### config.mk
export PLATFORM = sky130hd
export DESIGN_NAME = regfile_port_master_flat
export DESIGN_NICKNAME = d
export VERILOG_FILES = /design/src/rtl/regfile_port_master_if.sv /design/src/rtl/regfile_port_master.sv /design/src/flat_wrapper.sv
export SDC_FILE = /design/constraint.sdc
export NUM_CORES = 1
export LEC_CHECK = 0
export CAP_MARGIN = 10
export CORE_UTILIZATION = 48
export DETAILED_ROUTE_END_ITERATION = 10
export PLACE_DENSITY = 0.83
export SLEW_MARGIN = 20
export SYNTH_ARGS = -nofsm -noshare
export SYNTH_HDL_FRONTEND = slang
export SYNTH_SLANG_ARGS = --single-unit
### constraint.sdc
create_clock -name Clk -period 5.32 [get_ports Clk]
set_input_delay 1.596 -clock Clk [delete_from_list [all_inputs] [get_ports Clk]]
set_output_delay 1.596 -clock Clk [all_outputs]
set_load 0.02 [all_outputs]
### src/rtl/regfile_port_master_if.sv
// Bundles the command/response channels and the register-file port signals
// driven or observed by regfile_port_master.
interface regfile_port_master_if #(
  parameter int WIDTH     = 32,
  parameter int ADDR_BITS = 5
);
  logic                 CmdValid;
  logic                 CmdReady;
  logic [1:0]           CmdOp;
  logic [ADDR_BITS-1:0] CmdAddr;
  logic [WIDTH-1:0]     CmdData;

  logic                 RspValid;
  logic                 RspReady;
  logic [ADDR_BITS-1:0] RspAddr;
  logic [WIDTH-1:0]     RspData;
  logic                 RspLast;

  logic [ADDR_BITS-1:0] RfWriteRegister;
  logic [WIDTH-1:0]     RfWriteData;
  logic                 RfRegWrite;
  logic [ADDR_BITS-1:0] RfReadRegister1;
  logic [WIDTH-1:0]     RfReadData1;

  logic                 Busy;

  modport master (
    input  CmdValid, CmdOp, CmdAddr, CmdData, RspReady, RfReadData1,
    output CmdReady, RspValid, RspAddr, RspData, RspLast,
           RfWriteRegister, RfWriteData, RfRegWrite, RfReadRegister1, Busy
  );

  modport slave (
    output CmdValid, CmdOp, CmdAddr, CmdData, RspReady, RfReadData1,
    input  CmdReady, RspValid, RspAddr, RspData, RspLast,
           RfWriteRegister, RfWriteData, RfRegWrite, RfReadRegister1, Busy
  );
endinterface

### src/rtl/regfile_port_master.sv
// Command sequencer driving a register file's write port and read port 1:
// single read/write, clear-all (r1..rN) and full dump with a valid/ready response channel.
module regfile_port_master #(
  parameter int                WIDTH       = 32,
  parameter int                ADDR_BITS   = 5,
  parameter logic [WIDTH-1:0]  CLEAR_VALUE = '0
) (
  input  logic                   Clk,
  input  logic                   Reset_n,
  regfile_port_master_if.master  bus
);

  typedef enum logic [2:0] {
    IDLE, WRITE, READ, RESP, CLEAR, DUMP_RD, DUMP_RSP
  } state_t;

  typedef enum logic [1:0] {
    OP_READ  = 2'b00,
    OP_WRITE = 2'b01,
    OP_CLEAR = 2'b10,
    OP_DUMP  = 2'b11
  } op_t;

  localparam logic [ADDR_BITS-1:0] LAST_REG = '1;
  localparam logic [ADDR_BITS-1:0] ONE      = ADDR_BITS'(1);

  state_t               state, state_d;
  logic [ADDR_BITS-1:0] cnt, cnt_d;
  logic                 rf_we, rf_we_d;
  logic [ADDR_BITS-1:0] rf_wa, rf_wa_d;
  logic [WIDTH-1:0]     rf_wd, rf_wd_d;
  logic [ADDR_BITS-1:0] rf_ra, rf_ra_d;
  logic                 rsp_valid, rsp_valid_d;
  logic [ADDR_BITS-1:0] rsp_addr, rsp_addr_d;
  logic [WIDTH-1:0]     rsp_data, rsp_data_d;
  logic                 rsp_last, rsp_last_d;
  logic                 cmd_ready;
  logic                 cmd_fire;

  assign cmd_ready = (state == IDLE) && Reset_n;
  assign cmd_fire  = bus.CmdValid && cmd_ready;

  always_comb begin
    // NOTE: every value produced here gets a default first, so no path can infer a latch.
    state_d     = state;
    cnt_d       = cnt;
    rf_we_d     = 1'b0;
    rf_wa_d     = rf_wa;
    rf_wd_d     = rf_wd;
    rf_ra_d     = rf_ra;
    rsp_valid_d = rsp_valid;
    rsp_addr_d  = rsp_addr;
    rsp_data_d  = rsp_data;
    rsp_last_d  = rsp_last;

    unique case (state)
      IDLE: begin
        if (cmd_fire) begin
          unique case (op_t'(bus.CmdOp))
            OP_READ: begin
              rf_ra_d = bus.CmdAddr;
              state_d = READ;
            end
            OP_WRITE: begin
              rf_we_d = 1'b1;
              rf_wa_d = bus.CmdAddr;
              rf_wd_d = bus.CmdData;
              state_d = WRITE;
            end
            OP_CLEAR: begin
              // r0 is hardwired in the register file, so the sweep starts at r1.
              rf_we_d = 1'b1;
              rf_wa_d = ONE;
              rf_wd_d = CLEAR_VALUE;
              cnt_d   = ONE;
              state_d = CLEAR;
            end
            OP_DUMP: begin
              rf_ra_d = '0;
              cnt_d   = '0;
              state_d = DUMP_RD;
            end
          endcase
        end
      end

      WRITE: state_d = IDLE;

      READ: begin
        rsp_valid_d = 1'b1;
        rsp_last_d  = 1'b1;
        rsp_data_d  = bus.RfReadData1;
        rsp_addr_d  = rf_ra;
        state_d     = RESP;
      end

      RESP: begin
        if (bus.RspReady) begin
          rsp_valid_d = 1'b0;
          rsp_last_d  = 1'b0;
          state_d     = IDLE;
        end
      end

      CLEAR: begin
        if (cnt == LAST_REG) begin
          state_d = IDLE;
        end else begin
          rf_we_d = 1'b1;
          cnt_d   = cnt + ONE;
          rf_wa_d = cnt + ONE;
        end
      end

      DUMP_RD: begin
        // Data are captured here so a stalled response cannot change underneath the consumer.
        rsp_valid_d = 1'b1;
        rsp_data_d  = bus.RfReadData1;
        rsp_addr_d  = cnt;
        rsp_last_d  = (cnt == LAST_REG);
        state_d     = DUMP_RSP;
      end

      DUMP_RSP: begin
        if (bus.RspReady) begin
          rsp_valid_d = 1'b0;
          rsp_last_d  = 1'b0;
          if (cnt == LAST_REG) begin
            state_d = IDLE;
          end else begin
            cnt_d   = cnt + ONE;
            rf_ra_d = cnt + ONE;
            state_d = DUMP_RD;
          end
        end
      end

      default: state_d = IDLE;
    endcase
  end

  // NOTE: state registers use non-blocking assignments so every flop samples pre-edge values.
  always_ff @(posedge Clk or negedge Reset_n) begin
    if (!Reset_n) begin
      state     <= IDLE;
      cnt       <= '0;
      rf_we     <= 1'b0;
      rf_wa     <= '0;
      rf_wd     <= '0;
      rf_ra     <= '0;
      rsp_valid <= 1'b0;
      rsp_addr  <= '0;
      rsp_data  <= '0;
      rsp_last  <= 1'b0;
    end else begin
      state     <= state_d;
      cnt       <= cnt_d;
      rf_we     <= rf_we_d;
      rf_wa     <= rf_wa_d;
      rf_wd     <= rf_wd_d;
      rf_ra     <= rf_ra_d;
      rsp_valid <= rsp_valid_d;
      rsp_addr  <= rsp_addr_d;
      rsp_data  <= rsp_data_d;
      rsp_last  <= rsp_last_d;
    end
  end

  assign bus.CmdReady        = cmd_ready;
  assign bus.Busy            = (state != IDLE);
  assign bus.RfRegWrite      = rf_we;
  assign bus.RfWriteRegister = rf_wa;
  assign bus.RfWriteData     = rf_wd;
  assign bus.RfReadRegister1 = rf_ra;
  assign bus.RspValid        = rsp_valid;
  assign bus.RspAddr         = rsp_addr;
  assign bus.RspData         = rsp_data;
  assign bus.RspLast         = rsp_last;

endmodule

### src/flat_wrapper.sv
// flat-port wrapper written by rule: the top's interface ports become plain ports
module regfile_port_master_flat 
#(
  parameter int                WIDTH       = 32,
  parameter int                ADDR_BITS   = 5,
  parameter logic [WIDTH-1:0]  CLEAR_VALUE = '0
)
  (Clk, Reset_n, bus_CmdValid, bus_CmdOp, bus_CmdAddr, bus_CmdData, bus_RspReady, bus_RfReadData1, bus_CmdReady, bus_RspValid, bus_RspAddr, bus_RspData, bus_RspLast, bus_RfWriteRegister, bus_RfWriteData, bus_RfRegWrite, bus_RfReadRegister1, bus_Busy);
  regfile_port_master_if #(.WIDTH(WIDTH), .ADDR_BITS(ADDR_BITS)) bus_i ();
  input  logic Clk;
  input  logic Reset_n;
  input wire logic [$bits(bus_i.CmdValid)-1:0] bus_CmdValid;
  input wire logic [$bits(bus_i.CmdOp)-1:0] bus_CmdOp;
  input wire logic [$bits(bus_i.CmdAddr)-1:0] bus_CmdAddr;
  input wire logic [$bits(bus_i.CmdData)-1:0] bus_CmdData;
  input wire logic [$bits(bus_i.RspReady)-1:0] bus_RspReady;
  input wire logic [$bits(bus_i.RfReadData1)-1:0] bus_RfReadData1;
  output wire logic [$bits(bus_i.CmdReady)-1:0] bus_CmdReady;
  output wire logic [$bits(bus_i.RspValid)-1:0] bus_RspValid;
  output wire logic [$bits(bus_i.RspAddr)-1:0] bus_RspAddr;
  output wire logic [$bits(bus_i.RspData)-1:0] bus_RspData;
  output wire logic [$bits(bus_i.RspLast)-1:0] bus_RspLast;
  output wire logic [$bits(bus_i.RfWriteRegister)-1:0] bus_RfWriteRegister;
  output wire logic [$bits(bus_i.RfWriteData)-1:0] bus_RfWriteData;
  output wire logic [$bits(bus_i.RfRegWrite)-1:0] bus_RfRegWrite;
  output wire logic [$bits(bus_i.RfReadRegister1)-1:0] bus_RfReadRegister1;
  output wire logic [$bits(bus_i.Busy)-1:0] bus_Busy;
  assign bus_i.CmdValid = bus_CmdValid;
  assign bus_i.CmdOp = bus_CmdOp;
  assign bus_i.CmdAddr = bus_CmdAddr;
  assign bus_i.CmdData = bus_CmdData;
  assign bus_i.RspReady = bus_RspReady;
  assign bus_i.RfReadData1 = bus_RfReadData1;
  assign bus_CmdReady = bus_i.CmdReady;
  assign bus_RspValid = bus_i.RspValid;
  assign bus_RspAddr = bus_i.RspAddr;
  assign bus_RspData = bus_i.RspData;
  assign bus_RspLast = bus_i.RspLast;
  assign bus_RfWriteRegister = bus_i.RfWriteRegister;
  assign bus_RfWriteData = bus_i.RfWriteData;
  assign bus_RfRegWrite = bus_i.RfRegWrite;
  assign bus_RfReadRegister1 = bus_i.RfReadRegister1;
  assign bus_Busy = bus_i.Busy;
  regfile_port_master #(.WIDTH(WIDTH), .ADDR_BITS(ADDR_BITS), .CLEAR_VALUE(CLEAR_VALUE)) u_core (.Clk(Clk), .Reset_n(Reset_n), .bus(bus_i));
endmodule
* After elaboration in Yosys (flattened, before gate mapping)
Index checks and enable logic that the tools add are counted. W data, S select, Z words.
Storage, ports and cells: register bits 90, logic and storage cells 81
Cells by class: add/sub/neg operators 1, equality and inequality tests 19, muxes and demuxes 29, reduce and logical (&&, ||, !) cells 22
Operators by type and width (number):
- $pmux W32 S2 | 1
- $pmux W5 S2 | 6
- $mux W5 | 7
- $pmux W3 S6 | 1
- $mux W3 | 5
- $pmux W5 S3 | 1
- $pmux W3 S4 | 1
- $reduce_and A4 Y1 | 3
- $reduce_bool A2 Y1 | 5
- $eq A3 B3 Y1 const B | 3
- $ne A3 B3 Y1 const B | 3
- $reduce_bool A3 Y1 | 3
- $ne A2 B2 Y1 const B | 4
- $eq A3 B2 Y1 const B | 2
- $ne A2 B1 Y1 const B | 3
- $reduce_or A2 Y1 | 3
- $add A5 B1 Y5 const B | 1
- $eq A5 B5 Y1 const B | 1
- $reduce_and A5 Y1 | 1
- $eq A2 B2 Y1 const B | 2
- $mux W1 | 4
- $pmux W1 S2 | 2
- $reduce_and A2 Y1 | 2
- $logic_not A3 Y1 | 1
- 5 further kinds | 6

* Logic depth before layout (Yosys ltp)
depth after elaboration 5, gate-level depth with buffers 7, depth with buffers taken out 7

* Worst setup path after synthesis
Ideal clock, no wire load.
path type input -> output, start point input Reset_n, end point output bus_CmdReady, data arrival time 1.946 ns, path slack 1.778 ns, stages on the path 1, path buffers 0, cells stage by stage nor4b_4
On the way: cells in the longest elaborated chain, start to end 1
RTL lines:
- start, declared | RTL line flat_wrapper.sv:11 | input logic Reset_n;
- $logic_and A1 B1 Y1 | RTL line regfile_port_master.sv:40 | assign cmd_ready = (state == IDLE) && Reset_n;
- end, declared | RTL line flat_wrapper.sv:18 | output wire logic [$bits(bus_i.CmdReady)-1:0] bus_CmdReady;
Every way passes these cells.

* Final worst setup path
Same ends and word-level chain as after synthesis.

==> out/metrics.yaml <==
run_status:
  outcome: "finished, final reports clean"
global_routing:
  grt_pass1_wl_um: 15600
  met1_usage_pct: 29.9
  grt.total_usage_pct: 22.6
  grt_util_met3_pct: 4.91
  grt_pass1_vias: 3211
  grt_max_degree: 65
  antenna_found_initial: 0
  grt.busiest_layer: "met2"
  use_met2_pct: 36.6
  overflow: 0
cts:
  cts.clk_slew.worst_paths_ns: 0.08
  cts_root_buf: "clkbuf_8"
  cts_sinks: 90
  clock_path_buffers: 2
  cts_inserted_buffers: 9
  hold_buffers: 0
  cts_resized: 0
  clkLatencyLatePin_ns: 0.35
  cts_setup_buffers: 0
  cts_tree: "built"
  h-tree-depth: 3
yosys:
  synth_ff_type: "dfrtp_1"
  synth_area_per_cell_um2: 11.0
  synth_cells: 377
  syn_area_mm2: 0.00415
  synth.net_count: 458
  synth_edf_count: 0
  synth_cell_types: 48
  yosys_warnings: 0
  yosys_register_bits: 90
  seq_area_frac_synth_pct: 54.3
  synth-async-reset-ratio_pct: 100
sta:
  relSlewSlack_pct: 45.6
  setup_viol: 0
  min_period_ns: 4.24
  clock_skew_ns: 0.0170
  slew_violations: 0
  hold_violations: 0
  worst_pin_slew_ns: 0.816
  max_clock_freq_ghz: 0.236
  rsz0062_at_grt: "no"
  fin_setup_tns_ns: 0
  fin_crit_sh_pct: 79.7
worst_setup_path:
  worst_path_max_delay_cell: "clkdlybuf4s50_1"
  critPathMaxStageDelay_ns: 0.68
  required_ns: 3.72
  crit_type: "input pin to output pin"
  cp-start-kind: "input pin"
  endpoint_kind: "output pin"
  cp.arrival_ns: 2.65
  cp_max_fo: 2
  path_cells: "buf_4 -> nor4b_4 -> clkdlybuf4s50_1"
final_layout:
  drive_gt1_share_pct: 13.6
  fin_area_mm2: 0.00597
  layout.nets: 612
  syn_to_final_growth_pct: 43.8
  antenna_cells: 0
die:
  start_util_pct: 50.0
  num_rows: 33
  coreArea_mm2: 0.00830
  die_area_mm2: 0.00902
  pin_count: 159
  dieHeight_um: 95.0
  die_x_um: 95.0
drt:
  vias_per_cell: 5.16
  drtIter0Drc: 174
  first_pass_iters: 4
  drcViolationCount: 0
  drt_wl_total_um: 9890
  routedWlPerCell_um: 15.4
  vias: 3308
  ant_nets: 0
placed_design:
  gp_congestion: 0.769
  numPortBuffers: 158
  placed_area_mm2: 0.00579
  hpwl_um: 7270
power_and_ir_drop:
  power_density_mw_per_mm2: 618
  leakagePower_nw: 2.62
  peakVddDrop_uv: 350
worst_hold_path:
  hold_class: "register to register"
flow_run:
  max_cap_violations: 0
## worst paths after layout
path                                                             start                                         to  slack [ns]  depth (start not counted)
worst min register to register  u_core.bus.RfWriteData[30]$_DFFE_PN0P_     u_core.bus.RfWriteData[30]$_DFFE_PN0P_        0.48                          2
max in group asynchronous                                      Reset_n            u_core.bus.RspValid$_DFFE_PN0P_        2.94                          3
min in group asynchronous                                      Reset_n  u_core.bus.RfWriteRegister[0]$_DFFE_PN0P_        1.33                          2
worst max-delay path                                           Reset_n                               bus_CmdReady        1.08                          3
worst max register to register             u_core.state[0]$_DFFE_PN0P_         u_core.bus.RspData[23]$_DFFE_PN0P_        2.90                          4
worst min-delay path            u_core.bus.RfWriteData[30]$_DFFE_PN0P_     u_core.bus.RfWriteData[30]$_DFFE_PN0P_        0.48                          2
## layout make-up
cell class	instances	area [µm²]
clock buffers	10	138
clock inverters	6	41.3
fillers	627	2330
inverters	8	30.0
multi-input cells	257	1740
flip-flops and latches	90	2250
well taps	105	131
repair buffers	165	1630
## per-layer routing
layer | routed length (µm) | vias to the layer above
met4 | 161 | 0
met3 | 751 | 17
met1 | 4230 | 1542
met5 | 0 | -
li1 | - | 1610
met2 | 4740 | 139
## report_power, final
group / leakage, nW / internal [W] / total (W) / switching, W
combinational: 1.42 / 0.00102 / 0.00200 / 0.000975
clock: 0.0847 / 0.000183 / 0.000427 / 0.000244
sequential: 1.11 / 0.00102 / 0.00126 / 0.000243
total: 2.62 / 0.00222 / 0.00369 / 0.00146
## metrics by stage
stage	cells	util (%)	setup slack, ns	power, W	hold WS [ns]
6_report	641	71.9	1.08	0.00369	0.484
5_1_grt	641	71.9	1.05	0.00392	0.521
3_3_place_gp	625	69.7	1.12	0.00322	0.463
3_5_place_dp	625	69.7	1.09	0.00328	0.470
2_1_floorplan	377	-	1.78	0.00241	0.518
4_1_cts	641	71.9	1.07	0.00371	0.489
## cells in the mapped netlist (2+ instances only)
library cell / number / area (µm²)
dfrtp_1: 90 / 2250
nand2_1: 86 / 323
o21ai_0: 42 / 210
mux2_2: 33 / 372
clkbuf_1: 13 / 48.8
a22o_1: 10 / 87.6
nand3b_1: 10 / 75.1
inv_1: 7 / 26.3
a21oi_1: 6 / 30.0
a22oi_1: 6 / 45.0
ha_1: 6 / 75.1
mux2_1: 6 / 67.6
buf_4: 5 / 37.5
mux2_4: 5 / 75.1
nor2_1: 5 / 18.8
nor2b_1: 5 / 31.3
mux2i_1: 4 / 40.0
buf_6: 3 / 33.8
nor3_1: 3 / 15.0
a21o_1: 2 / 15.0
o211ai_1: 2 / 15.0
o221ai_1: 2 / 17.5
## critical path, delay by kind of cell
family	cells	cell delay [ns]
buffers and inverters	2	0.77
and+or+nand+nor	1	0.27
## state kept, by name, indices dropped and copies added (netlist names)
signal,cells
u_core.cnt,5
u_core.bus.RfReadRegister1,5
u_core.state,3
u_core.bus.RfWriteData,32
u_core.bus.RspData,32
u_core.bus.RspValid,1
u_core.bus.RspAddr,5
u_core.bus.RspLast,1
u_core.bus.RfWriteRegister,5
u_core.bus.RfRegWrite,1
## cell usage in the layout (no fill, tap or decap), types with 3 or more instances in the layout
master and n:
o21ai_0 42, inv_1 7, buf_4 8, mux2_4 5
nand2_1 86, clkinvlp_4 3, nand3b_1 10, mux2i_1 4
a22oi_1 6, nor3_1 3, clkdlybuf4s50_1 157, dfrtp_1 90
ha_1 6, a22o_1 10, mux2_2 33, clkbuf_8 10
nor2b_1 5, nor2_1 5, a21oi_1 6, mux2_1 6
## kinds of logic after synthesis
family | count (synthesis) | synth area share (%)
AND/OR/NAND/NOR | 124 | 14.3
XOR/XNOR | 2 | 0.422
multiplexers | 48 | 13.4
adder cells (fa/ha/maj) | 6 | 1.81
flip-flops | 90 | 54.3
AO/OA/AOI/OAI | 77 | 12.1
buffers and inverters | 30 | 3.74
No activity file was read; power rests on OpenSTA's default activity.
